[config.mk]
export PLATFORM = sky130hd
export DESIGN_NAME = csp1_sequencer
export DESIGN_NICKNAME = d
export VERILOG_FILES = /design/src/rtl/csp1_sequencer.sv
export SDC_FILE = /design/constraint.sdc
export NUM_CORES = 1
export LEC_CHECK = 0
export BUFFER_PORTS_ARGS = -buffer_cell sky130_fd_sc_hd__buf_2
export CAP_MARGIN = 20
export CORE_MARGIN = 2
export CORE_UTILIZATION = 50
export CTS_CLUSTER_SIZE = 25
export DETAILED_ROUTE_END_ITERATION = 10
export GPL_TIMING_DRIVEN = 0
export PLACE_DENSITY = 0.73
export REMOVE_ABC_BUFFERS = 1
export SLEW_MARGIN = 20
export SYNTH_ARGS = -nofsm -noshare
export SYNTH_HDL_FRONTEND = slang
export SYNTH_SLANG_ARGS = --single-unit
export TNS_END_PERCENT = 100
[constraint.sdc]
create_clock -name clk -period 2.75 [get_ports clk]
set_input_delay 0.1375 -clock clk [delete_from_list [all_inputs] [get_ports clk]]
set_output_delay 0.1375 -clock clk [all_outputs]
set_load 0.05 [all_outputs]
[src/rtl/csp1_sequencer.sv]
// csp1_sequencer: stage scheduler for the CSP1_N bottleneck.
// Walks the fixed CSP1_N stage list (CBS1, N x {RES1, RES2, ADD}, CBS2, CAT,
// CBSO) and drives one shared CBS engine one stage at a time over a
// start/done handshake, then offers the result on a valid/ready handshake.
//
// Optional feature: define CSP_TIMEOUT_EN to add a per-stage WAIT watchdog
// (eng_abort pulse, sticky err, ERROR state). Without it err/eng_abort are 0.
//
// Ports:
//   clk, reset            clock (rising edge), synchronous active-high reset
//   start                 request a pass (sampled in IDLE, and ERROR)
//   busy                  high in every state except IDLE
//   eng_start             one-cycle pulse: engine begins the current stage
//   eng_op/k/pad          op (0 CONV, 1 ADD, 2 CONCAT), kernel, padding
//   eng_src_a/b, eng_dst  feature-map buffer selects
//   eng_bank              filter-bank index
//   eng_done              engine stage complete (honoured only in WAIT)
//   eng_abort             one-cycle pulse on watchdog expiry
//   stage_idx             current stage number
//   done_valid/ready      result handshake, result lives in buffer 6
//   err                   watchdog fired; sticky until the next start
module csp1_sequencer #(
  parameter int unsigned RES_N   = 1,
  parameter int unsigned BANK_W  = 4,
  parameter int unsigned TIMEOUT = 1024
) (
  input  logic              clk,
  input  logic              reset,
  input  logic              start,
  output logic              busy,
  output logic              eng_start,
  output logic [1:0]        eng_op,
  output logic [1:0]        eng_k,
  output logic              eng_pad,
  output logic [2:0]        eng_src_a,
  output logic [2:0]        eng_src_b,
  output logic [2:0]        eng_dst,
  output logic [BANK_W-1:0] eng_bank,
  input  logic              eng_done,
  output logic              eng_abort,
  output logic [3:0]        stage_idx,
  output logic              done_valid,
  input  logic              done_ready,
  output logic              err
);

  localparam int unsigned S     = 4 + 3 * RES_N;
  // Internal counter is one bit wider than stage_idx so RES_N up to 7 works.
  localparam int unsigned SW    = 5;
  localparam int unsigned CFG_W = 14 + BANK_W;
  localparam logic [1:0]  OP_CONV = 2'd0;
  localparam logic [1:0]  OP_ADD  = 2'd1;
  localparam logic [1:0]  OP_CAT  = 2'd2;

  typedef enum logic [2:0] {
    IDLE, ISSUE, WAIT, NEXT, RESULT, ERROR
  } state_t;

  state_t            state;
  logic [SW-1:0]     stage_q, n_stage;
  logic [2:0]        r_q, n_r;      // residual unit counter
  logic [1:0]        ph_q, n_ph;    // position inside a residual unit
  logic [1:0]        c_op, c_k;
  logic              c_pad;
  logic [2:0]        c_a, c_b, c_dst;
  logic [BANK_W-1:0] c_bank;
  logic [CFG_W-1:0]  cfg_c;
  logic              last_c;

  assign stage_idx = stage_q[3:0];
  assign last_c    = (stage_q == SW'(S - 1));
  assign cfg_c     = {c_op, c_k, c_pad, c_a, c_b, c_dst, c_bank};

  // Position of the stage to be issued next and its engine configuration.
  always_comb begin
    n_stage = stage_q + SW'(1);
    n_r     = r_q;
    n_ph    = ph_q;
    if (stage_q != '0 && stage_q <= SW'(3 * RES_N)) begin
      if (ph_q == 2'd2) begin
        n_ph = 2'd0;
        n_r  = r_q + 3'd1;
      end else begin
        n_ph = ph_q + 2'd1;
      end
    end
    if (state == IDLE || state == ERROR) begin
      n_stage = '0;
      n_r     = '0;
      n_ph    = '0;
    end

    c_op   = OP_CONV;
    c_k    = 2'd0;
    c_pad  = 1'b0;
    c_a    = 3'd0;
    c_b    = 3'd0;
    c_dst  = 3'd0;
    c_bank = '0;
    if (n_stage == '0) begin
      c_k   = 2'd3;
      c_dst = 3'd1;
    end else if (n_stage <= SW'(3 * RES_N)) begin
      case (n_ph)
        2'd0: begin
          c_k    = 2'd1;
          c_a    = 3'd1;
          c_dst  = 3'd2;
          c_bank = BANK_W'(2 * int'(n_r) + 1);
        end
        2'd1: begin
          c_k    = 2'd3;
          c_pad  = 1'b1;
          c_a    = 3'd2;
          c_dst  = 3'd3;
          c_bank = BANK_W'(2 * int'(n_r) + 2);
        end
        default: begin
          c_op  = OP_ADD;
          c_a   = 3'd1;
          c_b   = 3'd3;
          c_dst = 3'd1;
        end
      endcase
    end else if (n_stage == SW'(3 * RES_N + 1)) begin
      c_k    = 2'd3;
      c_dst  = 3'd4;
      c_bank = BANK_W'(2 * RES_N + 1);
    end else if (n_stage == SW'(3 * RES_N + 2)) begin
      c_op  = OP_CAT;
      c_a   = 3'd1;
      c_b   = 3'd4;
      c_dst = 3'd5;
    end else begin
      c_k    = 2'd1;
      c_a    = 3'd5;
      c_dst  = 3'd6;
      c_bank = BANK_W'(2 * RES_N + 2);
    end
  end

`ifdef CSP_TIMEOUT_EN
  localparam int unsigned CW = $clog2(TIMEOUT + 1);
  logic [CW-1:0] wcnt;
`else
  assign err       = 1'b0;
  assign eng_abort = 1'b0;
`endif

  // Sequencer FSM with registered outputs.
  always_ff @(posedge clk) begin
    if (reset) begin
      state      <= IDLE;
      stage_q    <= '0;
      r_q        <= '0;
      ph_q       <= '0;
      busy       <= 1'b0;
      eng_start  <= 1'b0;
      done_valid <= 1'b0;
      {eng_op, eng_k, eng_pad, eng_src_a, eng_src_b, eng_dst, eng_bank} <= '0;
`ifdef CSP_TIMEOUT_EN
      wcnt       <= '0;
      err        <= 1'b0;
      eng_abort  <= 1'b0;
`endif
    end else begin
      eng_start <= 1'b0;
`ifdef CSP_TIMEOUT_EN
      eng_abort <= 1'b0;
`endif
      case (state)
        IDLE: begin
          if (start) begin
            state     <= ISSUE;
            busy      <= 1'b1;
            eng_start <= 1'b1;
            stage_q   <= n_stage;
            r_q       <= n_r;
            ph_q      <= n_ph;
            {eng_op, eng_k, eng_pad, eng_src_a, eng_src_b, eng_dst, eng_bank} <= cfg_c;
          end
        end
        ISSUE: begin
          state <= WAIT;
`ifdef CSP_TIMEOUT_EN
          wcnt  <= '0;
`endif
        end
        WAIT: begin
          if (eng_done) begin
            if (last_c) begin
              state      <= RESULT;
              done_valid <= 1'b1;
              {eng_op, eng_k, eng_pad, eng_src_a, eng_src_b, eng_dst, eng_bank} <= '0;
            end else begin
              state <= NEXT;
            end
          end
`ifdef CSP_TIMEOUT_EN
          // A done in the expiry cycle is handled above and wins.
          else if (wcnt == CW'(TIMEOUT - 1)) begin
            state     <= ERROR;
            eng_abort <= 1'b1;
            err       <= 1'b1;
            {eng_op, eng_k, eng_pad, eng_src_a, eng_src_b, eng_dst, eng_bank} <= '0;
          end else begin
            wcnt <= wcnt + CW'(1);
          end
`endif
        end
        NEXT: begin
          state     <= ISSUE;
          eng_start <= 1'b1;
          stage_q   <= n_stage;
          r_q       <= n_r;
          ph_q      <= n_ph;
          {eng_op, eng_k, eng_pad, eng_src_a, eng_src_b, eng_dst, eng_bank} <= cfg_c;
        end
        RESULT: begin
          if (done_ready) begin
            state      <= IDLE;
            done_valid <= 1'b0;
            busy       <= 1'b0;
            stage_q    <= '0;
          end
        end
`ifdef CSP_TIMEOUT_EN
        ERROR: begin
          if (start) begin
            state     <= ISSUE;
            err       <= 1'b0;
            eng_start <= 1'b1;
            stage_q   <= n_stage;
            r_q       <= n_r;
            ph_q      <= n_ph;
            {eng_op, eng_k, eng_pad, eng_src_a, eng_src_b, eng_dst, eng_bank} <= cfg_c;
          end
        end
`endif
        default: state <= IDLE;
      endcase
    end
  end

endmodule
==> run_results.csv, run 1 <==
group,metric,value,unit
drt,drt-initial-drc-count,83,
clock_network,clk_latency,0.33,ns
sta,tns,0,ns
drt,routedWlPerCell,13.9,um
layout,area_growth,7.34,%
sta,fin_crit_sh,0.930,
power_and_ir_drop,power_density,482,nW/um^2
clock_network,numCtsBuffers,5,
worst_hold_path,hold_depth,2,
worst_setup_path,critPathArrivalTime,2.82,ns
floorplan,core,3420,um^2
sta,tightest_slew,0.819,ns
floorplan,die-area,4110,um^2
logic_synthesis,synthAdderAreaFrac,0.0277,
global_routing,met3_usage,0.0440,
drt,detail-route-antenna-nets,0,
global_routing,grt_max_degree,29,
worst_setup_path,cp_max_fo,12,
drt,finalWirelength,3930,um
clock_network,cts.clk_slew.worst_paths,0.09,ns
sta,fin_crit,2.56,ns
worst_hold_path,min_path_type,"in2reg",
worst_setup_path,startpoint_type,"flip-flop",
global_routing,antenna_found_initial,0,
run,maxCapViolations,0,
sta,slew_viol_final,0,
power_and_ir_drop,p_leak,0.000776,uW
sta,slew_headroom,0.452,
logic_synthesis,synth_seq_cells,30,
floorplan,io_pins,32,
place,hpwl,2790,um
drt,remaining_drc_errors,0,
global_routing,grt_use_met2,0.309,
global_routing,grt_pass1_wl,6450,um
drt,dr_total_vias,1641,
clock_network,clkSinkCount,30,
sta,hold_viol,0,
logic_synthesis,ys_warn_count,0,
logic_synthesis,yosys.area_share.simple,0.235,
logic_synthesis,synthXorXnorAreaFrac,0.0145,
worst_setup_path,ff2ff_setup_slack,0.19,ns
global_routing,grt_pass1_vias,1428,
global_routing,globalRouteOverflowTotal,0,
place,gp_congestion,0.857,
floorplan,chipHeight,64.1,um
clock_network,clockRootBuffer,"clkbuf_4",
logic_synthesis,synth_edf_count,0,
sta,max_freq,0.391,GHz
sta,finalClockSkew,0.0129,ns
drt,via_per_inst,5.80,
logic_synthesis,ys.flop_type,"dfxtp_1",
logic_synthesis,synthDistinctLibCells,53,
floorplan,rows,21,
sta,setup_viol,0,
logic_synthesis,syn_inst,228,
logic_synthesis,synth_top_family_by_area,"compound AO/OA/AOI/OAI gates",
layout,fin_cells,283,
worst_setup_path,worstSetupPathType,"reg2reg",
place,placed_cells,275,
clock_network,ctsHtreeMaxLevel,2,
global_routing,track_usage,0.198,
worst_setup_path,end_kind,"flip-flop",
global_routing,grt_util_met1,0.261,
place,portBuffers,29,
logic_synthesis,yosys-mux-area-fraction,0.0166,
logic_synthesis,synth_area_per_cell,7.92,um^2
floorplan,floorplan.initialDensity,0.529,
layout,layout.nets,245,
clock_network,clk_path_buf_depth,2,
logic_synthesis,synth-compound-area-share,0.274,
power_and_ir_drop,max-vdd-ir-drop,253,uV
outcome,status,"complete, no violations",
logic_synthesis,yosysSeqAreaShare,0.332,
drt,drt-pass1-iter-count,4,
clock_network,cts_setup_buffers,0,
worst_setup_path,critical_path_required,3.01,ns
sta,rsz0062_at_grt,"no",
floorplan,die_w,64.1,um
logic_synthesis,syn_area,1810,um^2
layout,n_antenna_cell,0,
layout,final_cell_mix,"dfxtp_1 (29), buf_2 (29), nor2_1 (23)",
global_routing,top_usage_layer,"met2",
worst_setup_path,reg2regPathDepth,7,
clock_network,hold_buffers,0,
logic_synthesis,async_flop_share,0,
clock_network,cts_tree,"built",
layout,drive_gt1_frac,0.219,
[worst max-delay path, stage by stage, from the launching register on]
cell and delay [ns]:
dfxtp_2 0.46, inv_1 0.16, ha_1 0.23, or4_4 0.48, or2_4 0.32, a211o_1 0.34, a2111o_1 0.39, a21oi_2 0.12
[worst paths after layout]
kind,start,endpoint
setup / recovery,stage_q[0],eng_src_a[1]
hold / removal,done_ready,done_valid
hold reg to reg,eng_dst[1],eng_dst[1]
setup reg to reg,stage_q[0],eng_src_a[1]
[per-layer routing]
metal	vias to the layer above	share of wire
met5	-	0
met2	50	0.45
met4	0	0.019
met3	8	0.050
met1	747	0.48
li1	836	-
[through the flow]
step / hold slack, ns / setup slack, ns / util / power (uW) / cell area (um^2)
floorplan: 0.200 / -0.183 / - / 615 / 1660
global placement: 0.406 / -0.115 / 0.544 / 665 / 1860
detailed placement: 0.392 / -0.126 / 0.544 / 666 / 1860
CTS: 0.0489 / 0.0271 / 0.562 / 939 / 1920
global route: 0.0823 / 0.0653 / 0.568 / 974 / 1940
finish: 0.0614 / 0.193 / 0.568 / 935 / 1940
[state kept, by name, indices dropped and copies added (netlist names)]
register	flops
state	3
eng_dst	3
stage_q	5
ph_q	2
eng_start	1
eng_bank	4
eng_src_a	3
done_valid	1
eng_k	2
r_q	3
eng_op	2
busy	1
[timing repair]
item | in CTS | in global routing
gates cloned | 0 | 0
gates resized for setup | 1 | 4
pin swaps | 0 | 0
setup endpoints to repair | 6 | 6
[synthesized netlist by cell type (all sizes together) (2+ instances only)]
cell	number	share of area
a211o	3	0.015
a211oi	5	0.024
a21oi	25	0.075
a22oi	2	0.0083
a2bb2oi	2	0.0097
a31oi	4	0.014
a32o	4	0.022
a32oi	2	0.0097
buf	12	0.051
clkbuf	17	0.035
dfxtp	30	0.33
ha	4	0.028
inv	6	0.012
mux2i	3	0.017
nand2	15	0.031
nand2b	2	0.0069
nand3	4	0.011
nand3b	3	0.012
nor2	23	0.048
nor2b	5	0.017
nor3	4	0.011
nor4	2	0.0069
o21ai	14	0.039
o21bai	2	0.0083
o22ai	2	0.0069
o31ai	2	0.0083
or2	3	0.010
or3	3	0.010
or4	6	0.027
xnor2	2	0.0097
[final cells by class]
type / count / area, um^2
Clock buffer: 7 / 55.1
Inverter: 6 / 22.5
Multi-Input combinational cell: 164 / 1050
Clock inverter: 1 / 5.00
Fill cell: 320 / 1480
Tap cell: 46 / 57.6
Timing Repair Buffer: 29 / 145
Sequential cell: 30 / 602
[power by group]
group	internal (uW)	total [uW]	switching, uW
sequential	451	465	14.7
clock	124	276	153
combinational	51.2	193	142
total	626	935	309
[logic make-up after synthesis]
group	count (synthesis)
xor+xnor	3
other cells	1
compound gates	73
simple gates	79
flops	30
mux	3
fa+ha+maj	4
buf+inv	35
Power figures use the tool's default switching activity.
==> run 2, diff against run 1 <==
--- a/config.mk
+++ b/config.mk
@@ -7,10 +7,10 @@
 export LEC_CHECK = 0
 export BUFFER_PORTS_ARGS = -buffer_cell sky130_fd_sc_hd__buf_2
 export CAP_MARGIN = 20
-export CORE_MARGIN = 2
 export CORE_UTILIZATION = 50
 export CTS_CLUSTER_SIZE = 25
 export DETAILED_ROUTE_END_ITERATION = 10
+export GPL_ROUTABILITY_DRIVEN = 0
 export GPL_TIMING_DRIVEN = 0
 export PLACE_DENSITY = 0.73
 export REMOVE_ABC_BUFFERS = 1
==> run 2 against run 1 <==
Combinational power barely moved. Largest cell class unchanged. Highest routed layer unchanged. Die area decreased by 6.1%. Final cell count unchanged. Critical path type unchanged. Fmax shrank 1.0%. Register-to-register slack lost 0.03 ns. Sequential cell count is the same. Count of clock-buffer cells in the layout decreased by 1. Global-route usage up 2.0 points.
==> run_results.csv, run 2 (synthesis gave the netlist of run 1 again) <==
group,metric,value,unit
worst_setup_path,crit_path_start,"stage_q[0]",
layout,final_util,0.585,
floorplan,core,3390,um^2
drt,detail-route-antenna-nets,0,
sta,rsz0062_at_grt,"no",
worst_setup_path,ff2ff_setup_slack,0.17,ns
global_routing,grt_pass1_vias,1494,
clock_network,hold_buffers,0,
clock_network,clockRootBuffer,"clkbuf_4",
power_and_ir_drop,power.total,1130,uW
layout,fillers,317,
sta,fin_crit_sh,0.939,
worst_setup_path,cp_max_fo,12,
clock_network,cts.clk_slew.worst_paths,0.10,ns
clock_network,clk_latency,0.33,ns
sta,fin_crit,2.58,ns
drt,via_per_inst,5.83,
floorplan,die-area,3860,um^2
clock_network,clkSinkCount,30,
clock_network,numCtsBuffers,5,
worst_setup_path,worstReg2RegStart,"stage_q[0]",
global_routing,grt_max_degree,29,
sta,slew_viol_final,0,
power_and_ir_drop,power_density,569,nW/um^2
floorplan,rows,21,
layout,layout.nets,245,
worst_setup_path,reg2regPathDepth,7,
sta,finalClockSkew,0.00878,ns
clock_network,ctsHtreeMaxLevel,2,
clock_network,clk_path_buf_depth,2,
floorplan,die_w,62.1,um
place,placed_cells,275,
global_routing,globalRouteOverflowTotal,0,
sta,tns,0,ns
floorplan,floorplan.initialDensity,0.533,
drt,drt-initial-drc-count,57,
drt,drt-pass1-iter-count,4,
drt,dr_total_vias,1649,
sta,max_freq,0.387,GHz
drt,finalWirelength,4040,um
layout,drive_gt1_frac,0.219,
floorplan,io_pins,32,
drt,remaining_drc_errors,0,
place,portBuffers,29,
floorplan,chipHeight,62.1,um
layout,regMostFlops,"stage_q",
worst_setup_path,critical_path_required,3.02,ns
layout,area_growth,9.76,%
worst_setup_path,cp-endpoint,"eng_src_a[1]",
layout,n_antenna_cell,0,
power_and_ir_drop,p_leak,0.000793,uW
power_and_ir_drop,max-vdd-ir-drop,449,uV
sta,setup_viol,0,
layout,final_cell_mix,"dfxtp_1 (29), buf_2 (29), nor2_1 (23)",
sta,hold_viol,0,
run,maxCapViolations,0,
layout,ff_latch_area,602,um^2
sta,slew_headroom,0.452,
clock_network,cts_tree,"built",
worst_setup_path,critPathArrivalTime,2.85,ns
worst_setup_path,worstSetupPathType,"reg2reg",
global_routing,track_usage,0.217,
layout,fin_cells,283,
sta,tightest_slew,0.819,ns
drt,routedWlPerCell,14.3,um
layout,multi_input_area,1040,um^2
global_routing,antenna_found_initial,0,
place,hpwl,2800,um
outcome,status,"complete, no violations",
layout,largest_register_ffs,5,
worst_setup_path,startpoint_type,"flip-flop",
worst_setup_path,reg2reg_to,"eng_src_a[1]",
worst_setup_path,end_kind,"flip-flop",
worst_hold_path,min_path_type,"in2reg",
global_routing,grt_pass1_wl,6790,um
[run 2: how the worst min path moves through the flow]
stage / startpoint / to / slack, ns / cells past startpoint
after floorplan: reset / eng_src_a[1] / 0.20 / 1
after global placement: done_ready / done_valid / 0.40 / 2
after detailed placement: done_ready / done_valid / 0.40 / 2
after CTS: done_ready / done_valid / 0.04 / 2
after global routing: done_ready / done_valid / 0.04 / 2
final: done_ready / done_valid / 0.05 / 2
[run 2: worst max-delay path: stages, from the launching register on]
cell and delay [ns]:
dfxtp_2 0.46, inv_1 0.17, ha_1 0.23, or4_4 0.48, or2_4 0.32, a211o_1 0.34, a2111o_1 0.40, a21oi_2 0.13
[run 2: metrics by stage]
stage / hold slack, ns / instance area, um^2 / setup slack [ns]
2_1_floorplan: 0.200 / 1660 / -0.183
3_3_place_gp: 0.403 / 1860 / -0.123
3_5_place_dp: 0.399 / 1860 / -0.122
4_1_cts: 0.0446 / 1970 / 0.0195
5_1_grt: 0.0438 / 1980 / 0.0646
6_report: 0.0517 / 1980 / 0.168
[run 2: what timing repair did]
item,4_1_cts,5_1_grt
gates resized for setup,1,3
buffers inserted,0,0
pin swaps,0,0
hold endpoints to repair,0,0
setup endpoints to repair,5,5
[run 2: metal layers]
layer  track usage  vias to the layer above  wire, um
li1              -                      834         -
met1         0.292                      771      2020
met2         0.343                       35      1830
met3        0.0496                        9       133
met4        0.0727                        0        60
met5             0                        -         0
[run 2: layout make-up]
| cell class | count | area share |
|---|---|---|
| clock inverters | 2 | 0.0303 |
| inverters | 6 | 0.0114 |
| repair buffers | 29 | 0.0732 |
| flip-flops and latches | 30 | 0.303 |
| well taps | 46 | 0.0290 |
| clock buffers | 6 | 0.0259 |
| multi-input cells | 164 | 0.527 |
[run 2: power by group]
part           leakage [uW]  total [uW]  switching, uW  internal (uW)
Combinational      0.000491         194            143           51.2
Clock             0.0000585         468            160            308
Sequential         0.000244         466           15.4            451
